## config.mk

```make
export PLATFORM = sky130hd
export DESIGN_NAME = update_release_arb
export DESIGN_NICKNAME = d
export VERILOG_FILES = /design/src/rtl/update_release_arb_pkg.sv /design/src/rtl/update_release_arb_rr_pick.sv /design/src/rtl/update_release_arb.sv
export SDC_FILE = /design/constraint.sdc
export NUM_CORES = 1
export LEC_CHECK = 0
export ABC_AREA = 1
export ABC_CLOCK_PERIOD_IN_PS = 4500
export CAP_MARGIN = 20
export CORE_ASPECT_RATIO = 0.75
export CORE_UTILIZATION = 25
export DETAILED_ROUTE_END_ITERATION = 10
export DONT_BUFFER_PORTS = 1
export GPL_TIMING_DRIVEN = 0
export PLACE_DENSITY = 0.44
export SLEW_MARGIN = 20
export SYNTH_ARGS = -nofsm -noshare
export SYNTH_HDL_FRONTEND = slang
export SYNTH_SLANG_ARGS = --single-unit
```

## constraint.sdc

```tcl
create_clock -name clk -period 4.5 [get_ports clk]
set_clock_uncertainty 0.15 [all_clocks]
set_input_delay 0.45 -clock clk [delete_from_list [all_inputs] [get_ports clk]]
set_output_delay 0.45 -clock clk [all_outputs]
set_load 0.005 [all_outputs]
```

## src/rtl/update_release_arb_pkg.sv

```systemverilog
// Shared width constants and packed-field slice helper for update_release_arb.
package update_release_arb_pkg;
  localparam int NO_INPORT = 6;
  localparam int PORT_W    = 3;
  localparam int NO_VC     = 13;
  localparam int VC_W      = 4;
endpackage

`define URA_FIELD(vec, idx, w) vec[(idx)*(w) +: (w)]

```

## src/rtl/update_release_arb_rr_pick.sv

```systemverilog
// Rotate-priority picker: first set request at or above ptr, wrapping cyclically.
module rr_pick #(
  parameter int N     = 6,
  parameter int IDX_W = 3
) (
  input  logic [N-1:0]     req,
  input  logic [IDX_W-1:0] ptr,
  output logic [N-1:0]     grant,
  output logic [IDX_W-1:0] idx,
  output logic             found
);
  logic [IDX_W:0]   sum;
  logic [IDX_W-1:0] pos;

  always_comb begin
    grant = '0;
    idx   = '0;
    found = 1'b0;
    sum   = '0;
    pos   = '0;
    for (int k = 0; k < N; k++) begin
      sum = {1'b0, ptr} + (IDX_W+1)'(k);
      if (sum >= (IDX_W+1)'(N)) sum = sum - (IDX_W+1)'(N);
      pos = sum[IDX_W-1:0];
      if (!found && req[pos]) begin
        found      = 1'b1;
        grant[pos] = 1'b1;
        idx        = pos;
      end
    end
  end
endmodule

```

## src/rtl/update_release_arb.sv

```systemverilog
// Output-port VC update/release arbiter owning the per-VC busy tags.
// Optional same-cycle release-to-grant bypass: define UPDATE_RELEASE_BYPASS_EN.
module update_release_arb
  import update_release_arb_pkg::*;
#(
  parameter int no_inport                   = NO_INPORT,
  parameter int floorplusone_log2_no_inport = PORT_W,
  parameter int no_vc                       = NO_VC,
  parameter int floorplusone_log2_no_vc     = VC_W
) (
  input  logic                                         clk,
  input  logic                                         rs,
  input  logic [no_inport-1:0]                         updates,
  input  logic [no_inport*floorplusone_log2_no_vc-1:0] invc_nos,
  input  logic [no_inport*no_vc-1:0]                   all_allowed_vcs,
  input  logic [no_inport-1:0]                         releases,
  input  logic [no_inport*floorplusone_log2_no_vc-1:0] rel_vc_nos,
  output logic                                         update_en,
  output logic [no_inport-1:0]                         ok,
  output logic [no_inport-1:0]                         port_no_vec,
  output logic [floorplusone_log2_no_vc-1:0]           vc_no,
  output logic [floorplusone_log2_no_vc-1:0]           out_vc_no,
  output logic [no_vc-1:0]                             tags,
  output logic                                         rel_err
);
  localparam int PW  = floorplusone_log2_no_inport;
  localparam int VCW = floorplusone_log2_no_vc;

  logic [PW-1:0]        ptr;
  logic [PW-1:0]        ptr_nxt;
  logic [no_vc-1:0]     rel_mask;
  logic                 rel_bad;
  logic [no_vc-1:0]     tags_eff;
  logic [no_inport-1:0] eligible;
  logic [no_inport-1:0] port_grant;
  logic [PW-1:0]        winner;
  logic                 found;
  logic [no_vc-1:0]     free_sel;
  logic [VCW-1:0]       invc_sel;
  logic [no_vc-1:0]     vc_grant;
  logic [VCW-1:0]       vc_sel;

  // Release decode: out-of-range indices and releases of free VCs are flagged.
  always_comb begin
    rel_mask = '0;
    rel_bad  = 1'b0;
    for (int i = 0; i < no_inport; i++) begin
      if (releases[i]) begin
        if (int'(`URA_FIELD(rel_vc_nos, i, VCW)) < no_vc) begin
          rel_mask[`URA_FIELD(rel_vc_nos, i, VCW)] = 1'b1;
          if (!tags[`URA_FIELD(rel_vc_nos, i, VCW)]) rel_bad = 1'b1;
        end else begin
          rel_bad = 1'b1;
        end
      end
    end
  end

`ifdef UPDATE_RELEASE_BYPASS_EN
  assign tags_eff = tags & ~rel_mask;
`else
  assign tags_eff = tags;
`endif

  // Registered ok masks the port just granted so it cannot win twice in a row.
  always_comb begin
    eligible = '0;
    for (int i = 0; i < no_inport; i++)
      eligible[i] = updates[i] & ~ok[i] &
                    (|(`URA_FIELD(all_allowed_vcs, i, no_vc) & ~tags_eff));
  end

  rr_pick #(
    .N     (no_inport),
    .IDX_W (PW)
  ) u_port_pick (
    .req   (eligible),
    .ptr   (ptr),
    .grant (port_grant),
    .idx   (winner),
    .found (found)
  );

  always_comb begin
    free_sel = '0;
    invc_sel = '0;
    for (int i = 0; i < no_inport; i++) begin
      if (port_grant[i]) begin
        free_sel = `URA_FIELD(all_allowed_vcs, i, no_vc) & ~tags_eff;
        invc_sel = `URA_FIELD(invc_nos, i, VCW);
      end
    end
  end

  // Lowest free allowed VC: the downward scan leaves the smallest index last.
  always_comb begin
    vc_grant = '0;
    vc_sel   = '0;
    for (int v = no_vc - 1; v >= 0; v--) begin
      if (free_sel[v]) begin
        vc_grant    = '0;
        vc_grant[v] = 1'b1;
        vc_sel      = VCW'(v);
      end
    end
  end

  assign ptr_nxt = (winner == PW'(no_inport - 1)) ? '0 : winner + 1'b1;

  always_ff @(posedge clk or negedge rs) begin
    if (!rs) begin
      ptr       <= '0;
      update_en <= 1'b0;
      ok        <= '0;
      vc_no     <= '0;
      out_vc_no <= '0;
      tags      <= '0;
      rel_err   <= 1'b0;
    end else begin
      update_en <= found;
      ok        <= port_grant;
      vc_no     <= invc_sel;
      out_vc_no <= vc_sel;
      if (found) ptr <= ptr_nxt;
      tags      <= (tags & ~rel_mask) | vc_grant;
      rel_err   <= rel_err | rel_bad;
    end
  end

  assign port_no_vec = ok;
endmodule

```

======== Yosys cells after proc, flatten, opt, wreduce, memory -nomap -nowiden ========
Index checks and enable logic that the tools add are counted.
storage, ports and cells
  register bits ........................... 32
  input port bits ......................... 140
  output and inout port bits .............. 35
  word-level logic and storage cells ...... 264
cells by class
  add/sub/neg operators ................... 12
  $lt $le $gt $ge ......................... 36
  equal/unequal tests ..................... 1
  muxes and demuxes ....................... 141
  bitwise logic cells ..................... 39
  reduce and logical (&&, ||, !) cells .... 28
operator list
  operator               count
  $mux W13               31
  $and A13 B13 Y13       7
  $or A13 B13 Y13        6
  $reduce_or A13 Y1      6
  $mux W4                19
  $mux W1                48
  $mux W3                13
  $mux W6                6
  $lt A4 B5 Y1 const B   6
  $or A6 B6 Y6           5
  $not A13 Y13           2
  $bmux W1 S4            6
  $demux W1 S4           6
  $ge A4 B1 Y1 const B   6
  $lt A3 B4 Y1 const B   6
  $lt A4 B4 Y1 const B   6
  $ge A4 B3 Y1 const B   5
  $bmux W1 S3            6
  $demux W1 S3           6
  $ge A3 B1 Y1 const B   6
  $sub A3 B3 Y3 const B  6
  $logic_and A1 B1 Y1    17
  $and A1 B1 Y1          12
  $add A3 B2 Y4 const B  2
  8 further kinds        18

======== Longest topological paths before layout ========
Gate-level depths: netlist of run 1.
  depth in word-level cells ............... 42
  mapped depth ............................ 34
  gate-level depth less buffers ........... 33

======== Cells and area by module ========
From an unflattened synthesis of run 1, not the netlist that was laid out.
unflattened totals
  cell total of the unflattened synthesis .. 995
  area, all modules ....................... 5451.5 µm²
by module, submodules not included
  module              times used  cells an instance  area an instance (µm²)  sequential area each (µm²)
  update_release_arb  1           744                4201.5                  800.8
  rr_pick             1           251                1249.9                  0.0

======== Worst setup path after synthesis of run 1 ========
No wires, ideal clock.
  path type ............................... register to register
  start point ............................. reg ptr[0]
  end point ............................... reg tags[7]
  library setup time ...................... 129 ps
  arrival time ............................ 3400 ps
  data required time ...................... 4221 ps
  slack ................................... 821 ps
  stages on the path, launching flop included .. 31
  path buffers ............................ 4
  period minus slack after synthesis ...... 3679 ps
  path through ............................ dfrtp_1 buf_2 inv_1 buf_2 ha_1 inv_1 nand3_1 nand3_1 nand2_1 nand2_1 inv_1 nand2_1 nand2_2 nor2_4 nand2_4 nor3_4 nand2_2 nor2_4 nand2_2 nand4_2 nand2_4 buf_6 o21ai_0 inv_1 nand2_1 nand2_1 nand2_1 nor2_2 buf_4 nand3b_1 nand2_1
on the way
  cells in the longest elaborated chain, start to end .. 39
  elaborated cells between the ends (all ways) .. 110
  classes of those cells .................. add/sub (11); order compare (18); mux (59); bitwise (6); reduce/logical (16)
ends and longest elaborated chain
  element                                                                 line                              RTL
  start, declared                                                         update_release_arb.sv:29          logic [PW-1:0] ptr;
  start signal, assigned                                                  update_release_arb.sv:124         if (found) ptr <= ptr_nxt;
  parallel branches: the longest is 19 deep, another holds $add A3 B1 Y4  -
  $mux W6 *                                                               update_release_arb_rr_pick.sv:25  if (!found && req[pos]) begin
  $mux W13 (5 in a row)                                                   update_release_arb.sv:88          if (port_grant[i]) begin
  $mux W13 *                                                              update_release_arb.sv:88
  $mux W13 (11 in a row)                                                  update_release_arb.sv:100         if (free_sel[v]) begin
  $mux W13 *                                                              update_release_arb.sv:100
  $or A13 B13 Y13 *                                                       update_release_arb.sv:125         tags <= (tags & ~rel_mask) | vc_grant;
  end signal, assigned                                                    update_release_arb.sv:125
  end, declared                                                           update_release_arb.sv:23          output logic [no_vc-1:0] tags,
Mark *: on every way between the ends. The select of a mux whose other input is x is not followed.
A chain may end at the register's enable or synchronous reset.

======== Worst setup path after layout of run 1 ========
  start point ............................. reg ptr[1]
  end point ............................... reg tags[7]
The elaborated chain is that of the path after synthesis.

==> flow_metrics.env, run 1 <==
export IMPL_run_status="finished, final reports clean"
export IMPL_gp_congestion=0.991
export IMPL_port_buffers=0
export IMPL_cts_tree="built"
export IMPL_start_util=0.258
export IMPL_setup_tns_ps=0
export IMPL_h_tree_depth=2
export IMPL_wire_per_inst_um=21.4
export IMPL_grt_util_met1=0.382
export IMPL_clock_path_buffers=2
export IMPL_crit_type="reg2reg"
export IMPL_maxSlewViolCount=0
export IMPL_clock_fmax_mhz=234
export IMPL_antenna_cells=0
export IMPL_rrSetupSlack_ps=230
export IMPL_route_final_wire_length_mm=28.1
export IMPL_grt_busiest_layer="met1"
export IMPL_clkTransAtPathRegs_ps=60
export IMPL_num_io_pins=175
export IMPL_synth_area_leaders="nand2_1 (24%), dfrtp_1 (15%), inv_1 (10%)"
export IMPL_rows=46
export IMPL_ys_flop_type="dfrtp_1"
export IMPL_drt_pass1_iterations=6
export IMPL_drc=0
export IMPL_hold_violations=0
export IMPL_cpMostUsedCell="nand2_1"
export IMPL_critPathMaxStageDelay_ps=490
export IMPL_synth_area_um2=5520
export IMPL_worstPathMaxFanout=10
export IMPL_synth_top_family_by_area="simple AND/OR/NAND/NOR gates"
export IMPL_endpoint_kind="flop"
export IMPL_synth_top_area_cell="nand2_1"
export IMPL_finalSetupViolCount=0
export IMPL_cp_required_ps=4570
export IMPL_ant_nets=0
export IMPL_period_needed_ps=4270
export IMPL_fillerInstances=2484
export IMPL_cts_buffers=5
export IMPL_reg2reg_depth=28
export IMPL_cts_sinks=32
export IMPL_gr_usage_met3=0.0752
export IMPL_root_buffer="clkbuf_16"
export IMPL_timing_rr_start="ptr[1]"
export IMPL_dieArea_um2=22700
export IMPL_via_count=6980
export IMPL_worstPathArrival_ps=4340
export IMPL_antenna_found_initial=0
export IMPL_synthAdderAreaFrac=0.0136
export IMPL_synth_seq_cells=32
export IMPL_synth_xor_area_frac=0.00952
export IMPL_worstHoldPathType="in2reg"
export IMPL_place_hpwl_mm=22.9
export IMPL_grtUsageTotal=0.242
export IMPL_insertion_delay_ps=310
export IMPL_coreArea_um2=21400
export IMPL_ys_seq_area_frac=0.145
export IMPL_min_path_cells=2
export IMPL_syn_num_nets=1155
export IMPL_yosysUniqueCellTypes=53
export IMPL_hold_end="vc_no[3]"
export IMPL_die_h_um=131
export IMPL_nNetsFinal=1171
export IMPL_layout_drive_gt1_share=0.127
export IMPL_slowest_stage="dfrtp_1"
export IMPL_synth_top_area_frac=0.237
export IMPL_overflow=0
export IMPL_worst_slew_pin_slew_ps=582
export IMPL_yosysMostFrequentCell="nand2_1"
export IMPL_synthCells=1009
export IMPL_min_from="invc_nos[23]"
export IMPL_max_cap_violations=0
export IMPL_period_share=0.948
export IMPL_grt_pass1_wl_mm=40.5
export IMPL_synth_edff_count=0
export IMPL_synth_compound_area_frac=0.205
export IMPL_dieWidth_um=174
export IMPL_yosys_area_share_simple=0.471
export IMPL_synth_common_cells="nand2_1 (348), inv_1 (147), nor2_1 (83)"
export IMPL_gr_usage_met2=0.306
export IMPL_ys_warnings_count=0
export IMPL_rr_endpoint="tags[7]"
export IMPL_drt_iter0_drc=731
export IMPL_cp_start_kind="flop"
export IMPL_grt_pass1_vias=6219
export IMPL_synth_area_mux_share=0
export IMPL_grt_max_degree=33
export IMPL_slew_headroom=0.610
export IMPL_synthArstFlopShare=1.00
export IMPL_viasPerCell=5.31
export IMPL_area_growth_syn_to_layout_pct=13.6
export IMPL_avgSynthCellArea_um2=5.47
==> layout by cell type, fill, tap and decap left out, types with 17 or more instances in the layout <==
cell type  instances
nand2_1          342
inv_1            142
nor2_1            79
nand3_1           76
o21ai_0           40
dfrtp_1           26
a31oi_1           23
nor3_1            21
buf_4             19
a21oi_1           18
inv_2             17
nand2_2           17
==> state kept, by name, indices dropped and copies added, names as in the netlist <==
register   cells
rel_err        1
vc_no          4
ptr            3
out_vc_no      4
tags          13
update_en      1
ok             6
==> metrics by stage <==
stage / util / cell area [µm²] / instances / hold WS [ps] / setup WS, ps
2_1_floorplan: - / 5520 / 1009 / 4.41 / 821
3_3_place_gp: 0.275 / 5880 / 1297 / 6.70 / -327
3_5_place_dp: 0.275 / 5880 / 1297 / 6.70 / -309
4_1_cts: 0.285 / 6100 / 1308 / 124 / 21.5
5_1_grt: 0.293 / 6270 / 1314 / 138 / -9.97
6_report: 0.293 / 6270 / 1314 / 129 / 233
==> repair_timing <==
item,4_1_cts,5_1_grt
hold buffers,2,0
gates resized for setup,7,43
pin swaps,0,11
endpoints found under the hold margin,32,0
setup endpoints to repair,14,19
buffers inserted,1,6
==> cells by family (layout without fill, tap and decap cells) <==
family | count (synthesis) | after routing
xor gates and xnor gates | 6 | 6
DFF | 32 | 32
and+or+nand+nor | 591 | 591
buffers and inverters | 201 | 218
AOI/OAI and AO/OA | 173 | 173
adders and majority gates | 6 | 6
==> per-layer routing <==
layer / wire (µm) / part of all wire
met1: 13800 / 0.49
met4: 556 / 0.020
met5: 0 / 0
met3: 3680 / 0.13
met2: 10000 / 0.36
==> critical path: cells and delay by family (launching register included) <==
kind                       cells  cell delay [ps]
and+or+nand+nor               21             2310
buffers and inverters          5              600
DFF                            1              490
adders and majority gates      1              400
AOI/OAI and AO/OA              1              230
==> how the worst max path moves through the flow <==
| stage | from | end | slack [ps] | cells past startpoint |
|---|---|---|---|---|
| 5_1_grt | ptr[1] | tags[12] | -10 | 29 |
| 3_3_place_gp | ptr[0] | tags[12] | -330 | 30 |
| 3_5_place_dp | ptr[0] | tags[12] | -310 | 28 |
| 4_1_cts | ptr[0] | tags[12] | 20 | 31 |
| 6_report | ptr[1] | tags[7] | 230 | 28 |
| 2_1_floorplan | ptr[0] | tags[7] | 820 | 30 |
==> final cells by class <==
cell class | instances | area [µm²] | share of cell area
multi-input combinational | 776 | 3950 | 0.630
clock inverter | 2 | 35.0 | 0.00559
tap | 288 | 360 | 0.0575
sequential | 32 | 808 | 0.129
timing repair buffer | 9 | 82.6 | 0.0132
buffer | 36 | 273 | 0.0435
inverter | 165 | 631 | 0.101
clock buffer | 6 | 129 | 0.0206
Power of run 1 is left out: the tool's default activity adds up to more than one toggle a clock period on the data nets, which glitch-free logic cannot reach.
==> run 2: changes to the inputs <==
--- a/config.mk
+++ b/config.mk
@@ -8,12 +8,14 @@
 export ABC_AREA = 1
 export ABC_CLOCK_PERIOD_IN_PS = 4500
 export CAP_MARGIN = 20
+export CELL_PAD_IN_SITES_DETAIL_PLACEMENT = 1
+export CELL_PAD_IN_SITES_GLOBAL_PLACEMENT = 1
 export CORE_ASPECT_RATIO = 0.75
 export CORE_UTILIZATION = 25
 export DETAILED_ROUTE_END_ITERATION = 10
 export DONT_BUFFER_PORTS = 1
 export GPL_TIMING_DRIVEN = 0
-export PLACE_DENSITY = 0.44
+export PLACE_DENSITY = 0.59
 export SLEW_MARGIN = 20
 export SYNTH_ARGS = -nofsm -noshare
 export SYNTH_HDL_FRONTEND = slang
==> flow_metrics.env, run 2 (synthesis results as in run 1) <==
export IMPL_endpoint_kind="flop"
export IMPL_maxSlewViolCount=0
export IMPL_cpMostUsedCell="nand2_1"
export IMPL_slew_headroom=0.540
export IMPL_wire_per_inst_um=22.8
export IMPL_min_path_cells=2
export IMPL_rows=46
export IMPL_root_buffer="clkbuf_16"
export IMPL_start_util=0.258
export IMPL_area_growth_syn_to_layout_pct=14.0
export IMPL_grt_pass1_vias=6718
export IMPL_grt_pass1_wl_mm=43.1
export IMPL_top_regs="tags (13), ok (6)"
export IMPL_largest_reg_flops=13
export IMPL_cts_sinks=32
export IMPL_placed_cells=1297
export IMPL_worst_slew_pin_slew_ps=687
export IMPL_antenna_found_initial=0
export IMPL_period_share=0.941
export IMPL_rrSetupSlack_ps=270
export IMPL_die_h_um=131
export IMPL_reg2reg_depth=28
export IMPL_min_from="invc_nos[20]"
export IMPL_clkTransAtPathRegs_ps=70
export IMPL_worstPathArrival_ps=4310
export IMPL_clock_fmax_mhz=236
export IMPL_grt_max_degree=33
export IMPL_worstHoldPathType="in2reg"
export IMPL_dieWidth_um=174
export IMPL_antenna_cells=0
export IMPL_drt_pass1_iterations=5
export IMPL_regArea_um2=818
export IMPL_insertion_delay_ps=300
export IMPL_hold_violations=0
export IMPL_viasPerCell=5.39
export IMPL_via_count=7097
export IMPL_layout_commonest_cell="nand2_1"
export IMPL_grtUsageTotal=0.259
export IMPL_ant_nets=0
export IMPL_nNetsFinal=1173
export IMPL_hold_end="vc_no[0]"
export IMPL_fillerInstances=2919
export IMPL_rr_endpoint="tags[12]"
export IMPL_port_buffers=0
export IMPL_place_hpwl_mm=24.4
export IMPL_run_status="finished, final reports clean"
export IMPL_timing_rr_start="tags[8]"
export IMPL_drt_iter0_drc=619
export IMPL_cp_start_kind="flop"
export IMPL_utilization=0.294
export IMPL_overflow=0
export IMPL_gp_congestion=0.970
export IMPL_layout_drive_gt1_share=0.131
export IMPL_crit_type="reg2reg"
export IMPL_dieArea_um2=22700
export IMPL_worstPathMaxFanout=10
export IMPL_fin_cells=1316
export IMPL_critPathMaxStageDelay_ps=490
export IMPL_num_io_pins=175
export IMPL_cp_required_ps=4580
export IMPL_fin_area_um2=6300
export IMPL_max_cap_violations=0
export IMPL_coreArea_um2=21400
export IMPL_cts_buffers=5
export IMPL_drc=0
export IMPL_final_cell_mix="nand2_1 (342), inv_1 (142), nor2_1 (82), nand3_1 (78), o21ai_0 (38)"
export IMPL_period_needed_ps=4230
export IMPL_cts_tree="built"
export IMPL_slowest_stage="dfrtp_2"
export IMPL_place_area_um2=5880
export IMPL_clock_path_buffers=2
export IMPL_multi_input_area_um2=3940
export IMPL_regMostFlops="tags"
export IMPL_route_final_wire_length_mm=30.0
export IMPL_finalSetupViolCount=0
export IMPL_h_tree_depth=2
-- run 2: cell count changes in the layout (fill, tap and decap cells not counted), moves of 3 or more --
cell     delta
buf_6       +3
dfrtp_1     -6
dfrtp_2     +5
inv_2       -4
inv_4       +3
nor2_1      +3
nor2_2      -4
-- run 2: layout make-up --
cell class	instances	area share
Clock buffer	5	0.0199
Timing Repair Buffer	12	0.0187
Sequential cell	32	0.130
Buffer	35	0.0435
Tap cell	288	0.0572
Clock inverter	3	0.00298
Multi-Input combinational cell	776	0.626
Inverter	165	0.102
-- run 2: critical path: cells and delay by family (launching register included) --
family	cells	cell delay, ps
and+or+nand+nor	24	2770
buffers and inverters	4	770
DFF	1	490
-- run 2: worst max path at each step --
stage	startpoint	endpoint	slack, ps	cells after the start
after floorplan	ptr[0]	tags[7]	820	30
after global placement	ptr[0]	tags[12]	-410	28
after detailed placement	ptr[0]	tags[12]	-470	28
after CTS	tags[12]	tags[12]	50	29
after global routing	tags[12]	tags[12]	-10	33
final	tags[8]	tags[12]	270	28
-- run 2: metal layers --
layer,vias to the layer above,track usage,share of wire
li1,3343,-,-
met1,3402,0.391,0.49
met2,328,0.341,0.37
met3,24,0.0900,0.12
met4,0,0.0542,0.012
met5,-,0,0
-- run 2: stage by stage --
step	setup WS [ps]	hold WS, ps	TNS [ps]
6_report	267	124	0
5_1_grt	-10.9	119	-10.9
4_1_cts	51.8	115	0
3_5_place_dp	-467	5.20	-5790
3_3_place_gp	-410	5.57	-4570
2_1_floorplan	821	4.41	0
-- run 2: repair_timing --
item | CTS | global route
endpoints found under the hold margin | 32 | 0
endpoints found under the setup margin | 22 | 14
cloned | 0 | 0
hold buffers | 2 | 0
buffers inserted | 2 | 8
pin swaps | 0 | 4
gates resized for setup | 7 | 60
Power of run 2 is left out for the same reason.
==> run 3: changes to the inputs <==
--- a/config.mk
+++ b/config.mk
@@ -5,7 +5,6 @@
 export SDC_FILE = /design/constraint.sdc
 export NUM_CORES = 1
 export LEC_CHECK = 0
-export ABC_AREA = 1
 export ABC_CLOCK_PERIOD_IN_PS = 4500
 export CAP_MARGIN = 20
 export CELL_PAD_IN_SITES_DETAIL_PLACEMENT = 1
@@ -15,7 +14,7 @@
 export DETAILED_ROUTE_END_ITERATION = 10
 export DONT_BUFFER_PORTS = 1
 export GPL_TIMING_DRIVEN = 0
-export PLACE_DENSITY = 0.59
+export PLACE_DENSITY = 0.55
 export SLEW_MARGIN = 20
 export SYNTH_ARGS = -nofsm -noshare
 export SYNTH_HDL_FRONTEND = slang
==> flow_metrics.env, run 3 <==
export IMPL_critPathMaxStageDelay_ps=590
export IMPL_max_cap_violations=0
export IMPL_place_hpwl_mm=26.3
export IMPL_antenna_found_initial=0
export IMPL_yosysUniqueCellTypes=96
export IMPL_cp_start_kind="flop"
export IMPL_wl_met3_mm=5.66
export IMPL_worst_slew_pin_slew_ps=873
export IMPL_hold_violations=0
export IMPL_wirelength_met1_mm=14.7
export IMPL_grt_pass1_wl_mm=49.2
export IMPL_root_buffer="clkbuf_16"
export IMPL_layout_commonest_cell="buf_4"
export IMPL_cts_buffers=5
export IMPL_worstPathArrival_ps=5050
export IMPL_synth_seq_cells=32
export IMPL_clkTransAtPathRegs_ps=60
export IMPL_drc=0
export IMPL_regMostFlops="tags"
export IMPL_rsz0062_at_grt="yes"
export IMPL_coreArea_um2=21100
export IMPL_ys_seq_area_frac=0.149
export IMPL_slew_headroom=0.411
export IMPL_wire_per_inst_um=32.8
export IMPL_ys_warnings_count=0
export IMPL_syn_num_nets=832
export IMPL_largest_reg_flops=13
export IMPL_period_share=1.11
export IMPL_route_final_wire_length_mm=36.2
export IMPL_synth_top_area_cell="dfrtp_1"
export IMPL_worstHoldPathType="in2reg"
export IMPL_synth_edff_count=0
export IMPL_avgSynthCellArea_um2=7.83
export IMPL_synth_common_cells="nand2_1 (50), nor2_1 (41), o21ai_0 (40)"
export IMPL_cts_sinks=32
export IMPL_cpMostUsedCell="buf_6"
export IMPL_cts_tree="built"
export IMPL_worstPathMaxFanout=8
export IMPL_endpoint_kind="flop"
export IMPL_finalSetupViolCount=19
export IMPL_synth_area_um2=5370
export IMPL_slowest_stage="or4_4"
export IMPL_area_growth_syn_to_layout_pct=49.5
export IMPL_ant_nets=0
export IMPL_utilization=0.380
export IMPL_gp_congestion=0.963
export IMPL_ys_flop_type="dfrtp_1"
export IMPL_insertion_delay_ps=290
export IMPL_fin_ws_ps=-479
export IMPL_maxSlewViolCount=0
export IMPL_grt_pass1_vias=7075
export IMPL_synthCells=686
export IMPL_dieArea_um2=22100
export IMPL_cp_required_ps=4570
export IMPL_port_buffers=0
export IMPL_critPathLaunch="tags[5]"
export IMPL_grtUsageTotal=0.312
export IMPL_rows=46
export IMPL_viasPerCell=6.62
export IMPL_highest_layer="met4"
export IMPL_num_io_pins=175
export IMPL_drt_iter0_drc=886
export IMPL_period_needed_ps=4980
export IMPL_synthArstFlopShare=1.00
export IMPL_crit_chain="inv_6 -> a2111o_1 -> a221o_1 -> o211a_1 -> or2_4 -> a211oi_4 -> buf_12 -> a41oi_4 -> o221a_4 -> or2_1 -> buf_6 -> buf_6 -> o21ai_4 -> o32ai_2 -> or4_4 -> nor4_4 -> buf_4 -> a32o_2"
export IMPL_h_tree_depth=2
export IMPL_crit_type="reg2reg"
export IMPL_via_count=7306
export IMPL_run_status="complete, but fails checks"
export IMPL_final_cell_mix="buf_4 (99), nand2_1 (44), nor2_1 (32), nor3_1 (30), o21ai_0 (27)"
export IMPL_timing_rr_start="tags[5]"
export IMPL_clock_fmax_mhz=201
export IMPL_wl_met2_mm=14.9
export IMPL_drt_pass1_iterations=6
export IMPL_layout_drive_gt1_share=0.412
export IMPL_synth_area_leaders="dfrtp_1 (15%), mux4_2 (8.4%), o21ai_0 (3.7%)"
export IMPL_synth_top_area_frac=0.149
export IMPL_top_regs="tags (13), ok (6)"
export IMPL_dieWidth_um=171
export IMPL_die_h_um=129
export IMPL_min_from="invc_nos[20]"
export IMPL_start_util=0.254
export IMPL_violations="negative setup slack"
export IMPL_nNetsFinal=960
export IMPL_clock_path_buffers=2
export IMPL_fillerInstances=2474
export IMPL_yosysMostFrequentCell="nand2_1"
export IMPL_grt_max_degree=33
export IMPL_overflow=0
## run 3: worst paths after layout
kind	to	slack [ps]	depth (start not counted)
max in group asynchronous	ptr[0]	3540	2
worst min register to register	rel_err	560	2
min in group asynchronous	tags[11]	450	2
worst max-delay path	tags[8]	-480	18
worst min-delay path	vc_no[0]	140	2
worst max register to register	tags[8]	-480	18
## run 3: worst max-delay path, delay by kind of cell (launching register included)
family	cells	cell delay, ps
DFF	1	560
and+or+nand+nor	4	1320
buffers and inverters	5	660
AOI/OAI and AO/OA	9	2210
## run 3: cell families (layout without fill, tap and decap cells)
| family | count (synthesis) | after routing | synth area share |
|---|---|---|---|
| mux | 28 | 28 | 0.111 |
| xor+xnor | 7 | 7 | 0.0114 |
| simple gates | 258 | 258 | 0.257 |
| flops | 32 | 32 | 0.149 |
| other cells | 0 | 1 | 0 |
| fa+ha+maj | 6 | 6 | 0.0140 |
| compound gates | 272 | 272 | 0.392 |
| buf+inv | 83 | 212 | 0.0655 |
## run 3: per-layer routing
layer,global-route usage,vias to the layer above
li1,-,3019
met1,0.422,3699
met2,0.444,515
met3,0.136,73
met4,0.0877,0
met5,0,-
## run 3: cell type report
| cell class | instances | area (µm²) | area share |
|---|---|---|---|
| antenna | 1 | 2.50 | 0.000312 |
| buffer | 47 | 308 | 0.0383 |
| clock buffer | 7 | 153 | 0.0190 |
| clock inverter | 1 | 30.0 | 0.00374 |
| inverter | 36 | 183 | 0.0227 |
| multi-input combinational | 571 | 5180 | 0.645 |
| sequential | 32 | 825 | 0.103 |
| tap | 288 | 360 | 0.0449 |
| timing repair buffer | 121 | 993 | 0.124 |
## run 3: timing repair
action | CTS | global route
buffers inserted | 87 | 34
hold buffers | 2 | 0
endpoints found under the hold margin | 32 | 0
endpoints found under the setup margin | 27 | 22
resized for setup | 177 | 64
pin swaps | 55 | 60
## run 3: through the flow
| step | area, µm² | instances | hold slack, ps | setup TNS, ps | setup slack (ps) |
|---|---|---|---|---|---|
| global placement | 5820 | 974 | 5.39 | -34710 | -1890 |
| global route | 8030 | 1103 | 152 | -7210 | -540 |
| floorplan | 5460 | 686 | 4.41 | 0 | 10.3 |
| CTS | 7500 | 1071 | 136 | -4200 | -424 |
| finish | 8030 | 1104 | 135 | -5730 | -479 |
| detailed placement | 5820 | 974 | 5.70 | -31840 | -1690 |
Power of run 3 is left out for the same reason.
